===== config.mk =====
export PLATFORM = sky130hd
export DESIGN_NAME = hazard_ctrl
export DESIGN_NICKNAME = d
export VERILOG_FILES = /design/src/rtl/hazard_ctrl_pkg.sv /design/src/rtl/hazard_ctrl_fw_mux.sv /design/src/rtl/hazard_ctrl.sv
export SDC_FILE = /design/constraint.sdc
export NUM_CORES = 1
export LEC_CHECK = 0
export BUFFER_PORTS_ARGS = -buffer_cell sky130_fd_sc_hd__buf_4
export CAP_MARGIN = 20
export CORE_AREA = 2 2 94 96
export CTS_CLUSTER_DIAMETER = 80
export DETAILED_ROUTE_END_ITERATION = 8
export DIE_AREA = 0 0 96 98
export PLACE_DENSITY = 0.81
export SLEW_MARGIN = 10
export SYNTH_ARGS = -nofsm -noshare
export SYNTH_HDL_FRONTEND = slang
export SYNTH_SLANG_ARGS = --single-unit

===== constraint.sdc =====
create_clock -name clock -period 2.2 [get_ports clock]
set_input_delay 0.22 -clock clock [delete_from_list [all_inputs] [get_ports clock]]
set_output_delay 0.22 -clock clock [all_outputs]
set_load 0.01 [all_outputs]

===== src/rtl/hazard_ctrl_pkg.sv =====
// Shared types and constants for the decode-side hazard controller.
package hazard_ctrl_pkg;

   localparam int unsigned REG_W = 5;

   localparam logic [REG_W-1:0] REG_ZERO = 5'd0;
   localparam logic [REG_W-1:0] REG_RA   = 5'd31;

   // One in-flight instruction as seen by the tracker.
   typedef struct packed {
      logic             valid;
      logic [REG_W-1:0] dest;
      logic             load;
   } trk_entry_t;

   typedef enum logic [0:0] {
      StRun,
      StStall
   } hz_state_e;

   localparam trk_entry_t BUBBLE = '{valid: 1'b0, dest: REG_ZERO, load: 1'b0};

   // r0 never matches: a write to it is architecturally discarded.
   function automatic logic entry_hit(trk_entry_t e, logic [REG_W-1:0] addr);
      return (addr != REG_ZERO) && e.valid && (e.dest != REG_ZERO) && (e.dest == addr);
   endfunction

endpackage


===== src/rtl/hazard_ctrl_fw_mux.sv =====
// Per-operand forwarding select: youngest matching stage wins, else register file.
module hazard_ctrl_fw_mux
   import hazard_ctrl_pkg::*;
(
   input  logic [REG_W-1:0] addr_i,
   input  logic [31:0]      rf_data_i,
   input  trk_entry_t       ex_i,
   input  trk_entry_t       mem_i,
   input  trk_entry_t       wb_i,
   input  logic [31:0]      ex_data_i,
   input  logic [31:0]      mem_data_i,
   input  logic [31:0]      wb_data_i,
   output logic [31:0]      data_o,
   output logic             ex_load_hit_o,
   output logic             mem_load_hit_o
);

   logic hit_ex, hit_mem, hit_wb;

   // Match detection and priority select.
   always_comb begin
      hit_ex  = entry_hit(ex_i, addr_i);
      hit_mem = entry_hit(mem_i, addr_i);
      hit_wb  = entry_hit(wb_i, addr_i);

      // A load in EX has no data yet; the value selected then is a don't-care
      // because decode is stalled, so fall through to the older stages.
      if (hit_ex && !ex_i.load) begin
         data_o = ex_data_i;
      end else if (hit_mem) begin
         data_o = mem_data_i;
      end else if (hit_wb) begin
         data_o = wb_data_i;
      end else begin
         data_o = rf_data_i;
      end

      ex_load_hit_o  = hit_ex && ex_i.load;
      mem_load_hit_o = hit_mem && mem_i.load;
   end

endmodule


===== src/rtl/hazard_ctrl.sv =====
// Decode-side hazard controller: destination tracker, operand forwarding and
// load-use stall sequencing.
module hazard_ctrl
   import hazard_ctrl_pkg::*;
#(
   parameter int unsigned LOAD_STALL = 1,
   parameter int unsigned NREGS_LOG2 = REG_W
) (
   input  logic                  clock,
   input  logic                  reset,
   input  logic [NREGS_LOG2-1:0] id_fw_regdest,
   input  logic                  id_fw_writereg,
   input  logic                  id_fw_load,
   input  logic [NREGS_LOG2-1:0] id_fw_addra,
   input  logic [NREGS_LOG2-1:0] id_fw_addrb,
   input  logic [31:0]           id_fw_rega,
   input  logic [31:0]           id_fw_regb,
   input  logic [31:0]           ex_fw_result,
   input  logic [31:0]           mem_fw_data,
   input  logic [31:0]           wb_fw_data,
   output logic [31:0]           fw_id_rega,
   output logic [31:0]           fw_id_regb,
   output logic                  fw_if_id_stall
);

   trk_entry_t ex_q, mem_q, wb_q, ex_d;
   trk_entry_t ex_v, mem_v, wb_v;
   hz_state_e  state_q, state_d;
   logic [1:0] cnt_q, cnt_d;
   logic       ex_ld_a, ex_ld_b, mem_ld_a, mem_ld_b;
   logic       hazard;
   logic       stall;

   // Entries seen by the muxes are masked while reset is high so decode gets
   // plain register-file values before the tracker has been cleared.
   always_comb begin
      ex_v        = ex_q;
      mem_v       = mem_q;
      wb_v        = wb_q;
      ex_v.valid  = ex_q.valid && !reset;
      mem_v.valid = mem_q.valid && !reset;
      wb_v.valid  = wb_q.valid && !reset;
   end

   hazard_ctrl_fw_mux u_fw_mux_a (
      .addr_i         (id_fw_addra),
      .rf_data_i      (id_fw_rega),
      .ex_i           (ex_v),
      .mem_i          (mem_v),
      .wb_i           (wb_v),
      .ex_data_i      (ex_fw_result),
      .mem_data_i     (mem_fw_data),
      .wb_data_i      (wb_fw_data),
      .data_o         (fw_id_rega),
      .ex_load_hit_o  (ex_ld_a),
      .mem_load_hit_o (mem_ld_a)
   );

   hazard_ctrl_fw_mux u_fw_mux_b (
      .addr_i         (id_fw_addrb),
      .rf_data_i      (id_fw_regb),
      .ex_i           (ex_v),
      .mem_i          (mem_v),
      .wb_i           (wb_v),
      .ex_data_i      (ex_fw_result),
      .mem_data_i     (mem_fw_data),
      .wb_data_i      (wb_fw_data),
      .data_o         (fw_id_regb),
      .ex_load_hit_o  (ex_ld_b),
      .mem_load_hit_o (mem_ld_b)
   );

   // Load-use detection; with two bubbles a load still in MEM also blocks.
   always_comb begin
      hazard = ex_ld_a || ex_ld_b;
      if (LOAD_STALL >= 2) begin
         hazard = hazard || mem_ld_a || mem_ld_b;
      end
   end

   // State register for the stall sequencer.
   always_ff @(posedge clock) begin
      if (reset) begin
         state_q <= StRun;
         cnt_q   <= 2'd0;
      end else begin
         state_q <= state_d;
         cnt_q   <= cnt_d;
      end
   end

   // Next-state logic: RUN enters STALL only when more than one bubble is needed.
   always_comb begin
      state_d = state_q;
      cnt_d   = cnt_q;
      case (state_q)
         StRun: begin
            if (hazard && (LOAD_STALL > 1)) begin
               state_d = StStall;
               cnt_d   = 2'(LOAD_STALL - 1);
            end
         end
         StStall: begin
            cnt_d = cnt_q - 2'd1;
            if (cnt_q == 2'd1) begin
               state_d = StRun;
            end
         end
         default: state_d = StRun;
      endcase
   end

   // Outputs: stall request and the entry that enters EX at the next edge.
   always_comb begin
      stall = !reset && ((state_q == StStall) || hazard);
      if (stall) begin
         ex_d = BUBBLE;
      end else begin
         ex_d.valid = id_fw_writereg && (id_fw_regdest != REG_ZERO);
         ex_d.dest  = id_fw_regdest;
         ex_d.load  = id_fw_load;
      end
   end

   assign fw_if_id_stall = stall;

   // Tracker shift: EX -> MEM -> WB every cycle.
   always_ff @(posedge clock) begin
      if (reset) begin
         ex_q  <= BUBBLE;
         mem_q <= BUBBLE;
         wb_q  <= BUBBLE;
      end else begin
         ex_q  <= ex_d;
         mem_q <= ex_q;
         wb_q  <= mem_q;
      end
   end

endmodule


# Word-level counts from Yosys, hierarchy flattened
# Cells that the tools add are included.
[word_totals]
word_cells = 64
regBits = 22
output_inout_bits = 65
inputBits = 179
[op_classes]
addsub = 1
bitwise_logic = 1
n_reduce_logical = 39
muxes = 7
eq_ne = 7
[ops]
columns = ["operator", "count"]
rows = [
  ["$mux 32", 6],
  ["$eq 5x5->1", 6],
  ["$reduce_bool 5->1", 6],
  ["$logic_and 1x1->1", 27],
  ["$reduce_or 2->1", 2],
  ["$eq 2x1->1 const B", 1],
  ["$logic_not 1->1", 2],
  ["$logic_or 1x1->1", 2],
  ["$sub 2x1->2 const B", 1],
  ["$mux 1", 1],
  ["$not 1->1", 1],
]

# Depth between registers and ports, before layout
[depth]
depth_word = 10
mapped_depth = 8
mapped_depth_nobuf = 6

# Cells and area by module
# A second synthesis with hierarchy kept.
[unflattened]
hier_cells = 503
area_unflattened_um2 = 3908.7
[modules_own_cells]
columns = ["mod", "area_per_inst_um2", "seq_area_each_um2", "cells_each", "n_inst"]
rows = [
  ["hazard_ctrl_fw_mux", 1589.0, 0.0, 221, 2],
  ["hazard_ctrl", 730.7, 480.5, 61, 1],
]

# Worst setup path after synthesis
# Ideal clock, no wire load.
[synth_path]
path_kind = "flip-flop to output port"
start = "reg mem_q[1] in the netlist's numbering"
end = "out fw_id_rega[11]"
required_ns = 1.980
path_stages_with_launch = 8
n_path_buf = 1
path_slack_ns = 0.082
t_arrival_ns = 1.898
cell_sequence = "dfxtp_1 > or4_1 > o21ai_2 > nor4_1 > nand4_1 > clkbuf_1 > nor2_1 > o31ai_1"
[synth_between]
elab_chain_len = 5
elab_cells_between_ends = 6
classes_between = "eq/ne (1); mux (2); reduce/logical (3)"
[synth_rtl]
columns = ["element", "line", "text"]
rows = [
  ["from (decl)", "hazard_ctrl.sv:26", "trk_entry_t ex_q, mem_q, wb_q, ex_d;"],
  ["from (signal assigned)", "hazard_ctrl.sv:135", "mem_q <= ex_q;"],
  ["$reduce_bool 5->1", "hazard_ctrl_pkg.sv:25", "return (addr != REG_ZERO) && e.valid && (e.dest != REG_ZERO) && (e.dest == addr);"],
  ["$logic_and 1x1->1", "hazard_ctrl_pkg.sv:25", ""],
  ["$logic_and 1x1->1 *", "hazard_ctrl_pkg.sv:25", ""],
  ["$mux 32 *", "hazard_ctrl_fw_mux.sv:30", "end else if (hit_mem) begin"],
  ["$mux 32 *", "hazard_ctrl_fw_mux.sv:28", "if (hit_ex && !ex_i.load) begin"],
  ["to (decl)", "hazard_ctrl.sv:21", "output logic [31:0] fw_id_rega,"],
]
# Every way passes the cells marked *; elsewhere a longest branch is shown, timed or not.

# Worst setup path after layout
[layout_path]
start = "reg mem_q[6] in the netlist's numbering"
end = "out fw_id_rega[14]"
[layout_between]
elab_chain_len = 6
[layout_rtl]
columns = ["element", "line", "text"]
rows = [
  ["$logic_and 1x1->1", "hazard_ctrl.sv:41", "mem_v.valid = mem_q.valid && !reset;"],
  ["$logic_and 1x1->1 (3 in series)", "hazard_ctrl_pkg.sv:25", ""],
  ["$mux 32", "hazard_ctrl_fw_mux.sv:30", ""],
  ["$mux 32", "hazard_ctrl_fw_mux.sv:28", ""],
]
# No other way between the ends.

==> results.toml <==
[grt]
grt_max_degree = 28
grt_pass1_wl_um = 26940
grt_pass1_vias = 5232
grt_usage = 0.3632
overflow = 0
antenna_found_initial = 2

[synthesis]
synth_ff_type = "dfxtp_1"
synth_cell_types = 35
synthTopCellsByCount = "nor2_1 (69), nand2_1 (65), o31ai_1 (64)"
synth.most_common_cell = "nor2_1"
syn_area_sq_um = 3526
synth_edf_count = 0
synth_top_area_share = 0.2555
avgSynthCellArea_sq_um = 7.870
syn-num-nets = 628
synthCells = 448
yosys_warnings = 0
yosys_register_bits = 22
yosysTopAreaCell = "a221oi_2"
yosysSeqAreaShare = 0.1249
ys_top_cells_by_area = "a221oi_2 (26%), o31ai_1 (14%), dfxtp_1 (12%), nor2_1 (7.3%), and2_1 (7.1%)"
async_reset_ff_frac = 0

[final_layout]
areaGrowthSynthToFinish_pct = 124.4
final_layout_size_suffix_gt1_frac = 0.7137
layout.nets = 939
finalNonFillerCells = 868

[worst_setup_path]
r2r_cells = 7
cp-startpoint = "mem_q[6]"
end_kind = "output pin"
timing.rr.start = "ex_q[2]"
cp.arrival_ps = 2550
critical_path_required_ps = 1980
ff2ff_setup_slack_ps = 300
cp_max_fo = 7
r2r_end = "ex_q[4]"
startpoint_type = "flop"
crit_type = "reg2out"

[die]
die-width_um = 96
start_util = 0.4165
core_region_area_sq_um = 8466
die_h_um = 98
fp-row-count = 34
die-area_sq_um = 9408
ios = 244

[clocking]
cts_tree = "yes"
h-tree-depth = 1
numClockSinks = 22
clockBufferDepth = 2
root_buffer = "clkbuf_8"
cts_buffers = 3
cts.clk_slew.worst_paths_ps = 80
insertion_delay_ps = 270

[pwr]
p_leak_nw = 3.180
ir_worst_vdd_v = 0.0004145
powerDensity_nw_per_um2 = 223.4

[timing]
max-slew-margin-rel = 0.6760
whs_ps = 148.1
fmax_mhz = 361.4
fin_crit_ps = 2767
tightest_slew_ps = 482.0
maxSlewViolCount = 0
fin_crit_sh = 1.258
skew_ps = 1.241
rsz0062_at_grt = "true"
setup_ws_ps = -567.3
hold_viol = 0
setup-violations-final = 65

[worst_hold_path]
hold_path.class = "in2reg"
hold_end = "wb_q[6]"
worstHoldPathCells = 2
min_from = "reset"

[routing]
drtIter0Drc = 637
num_vias = 6176
drc = 0
first_pass_iters = 9
antenna_left = 0
wl_um = 26380
routed_via_density = 7.115
wire_per_inst_um = 30.39

[placement]
gp_congestion = 0.9651
portBuffers = 243
dp_hpwl_um = 12640
place_inst = 826

[run_status]
violations = "negative setup slack"
status = "finished with violations"

[job]
max-cap-violations = 0
## per-layer routing
metal / vias to the layer above / GRT usage / wire length (um)
met4: 0 / 0.2297 / 2822
li1: 2315 / - / -
met1: 2775 / 0.4119 / 8392
met5: - / 0 / 0
met2: 760 / 0.6084 / 11190
met3: 326 / 0.07330 / 3977
## where the power goes
group          switching (mW)  internal [mW]
logic                   0.404          0.548
registers              0.0190          0.411
clock network           0.141          0.244
total                   0.564           1.20
## cell families after synthesis
| group | synth area share |
|---|---|
| fa+ha+maj | 0.003548 |
| mux | 0.002839 |
| flops | 0.1249 |
| buf+inv | 0.08197 |
| simple gates | 0.2981 |
| compound gates | 0.4116 |
| xor+xnor | 0.07700 |
## placed cells by master (no fill, tap or decap), types with 3 or more instances in the layout
cell,count
buf_4,273
nand2_1,58
nor2_1,56
o31ai_2,39
and2_1,38
a221oi_4,36
buf_6,34
a221oi_2,28
buf_12,27
o31ai_4,20
xor2_1,14
xnor2_1,12
nor2b_1,11
dfxtp_1,10
nor2_2,9
dfxtp_2,8
buf_8,7
or4_4,6
nor2_4,6
nand2_2,6
o31ai_1,5
buf_16,5
dfxtp_4,4
nor4_2,3
nor3_2,3
nand3_1,3
xnor2_2,3
clkbuf_8,3
clkbuf_16,3
## what timing repair did
| action | in CTS | in global routing |
|---|---|---|
| hold buffers | 0 | 0 |
| gates cloned | 7 | 5 |
| pin swaps | 43 | 52 |
| buffers inserted | 12 | 13 |
| resized for setup | 114 | 127 |
| setup endpoints to repair | 65 | 65 |
## worst max-delay path, cell delays in order (launching register included)
cell      delay [ps]
dfxtp_1          310
nor2b_2          200
o21ai_4          100
nor4_2           500
and4_4           370
buf_4            240
a221oi_2          70
o31ai_2          290
buf_4            190
## state kept, by name, indices dropped and copies added, names as in the netlist
register	cells
state_q	1
ex_q	7
cnt_q	2
wb_q	6
mem_q	6
## cell type report
| class | instances | area [sq um] |
|---|---|---|
| clock inverters | 1 | 30.03 |
| inverters | 2 | 7.507 |
| multi-input cells | 380 | 3931 |
| repair buffers | 350 | 3296 |
| flip-flops and latches | 22 | 465.4 |
| clock buffers | 3 | 41.29 |
| well taps | 108 | 135.1 |
| diodes | 2 | 5.005 |
| fillers | 253 | 554.3 |
## stage by stage
stage / cell area, sq um / util / total power [mW] / setup WS (ps) / setup TNS (ps)
global placement: 5992 / 0.7078 / 1.126 / -230.1 / -3655
finish: 7911 / 0.9345 / 1.768 / -567.3 / -29570
floorplan: 3526 / - / 0.6807 / 82.11 / 0
CTS: 6895 / 0.8145 / 1.572 / -341.6 / -18200
global route: 7911 / 0.9345 / 1.826 / -760.8 / -33180
detailed placement: 5992 / 0.7078 / 1.138 / -284.0 / -5253
## how the worst max path moves through the flow
stage	cells past startpoint	endpoint	slack [ps]
floorplan	7	fw_id_rega[11]	80
global placement	9	fw_id_rega[0]	-230
detailed placement	9	fw_id_rega[0]	-280
CTS	9	fw_id_rega[31]	-340
global route	9	fw_id_rega[27]	-760
finish	8	fw_id_rega[14]	-570
Note: power is estimated with default switching activity, not from simulation.
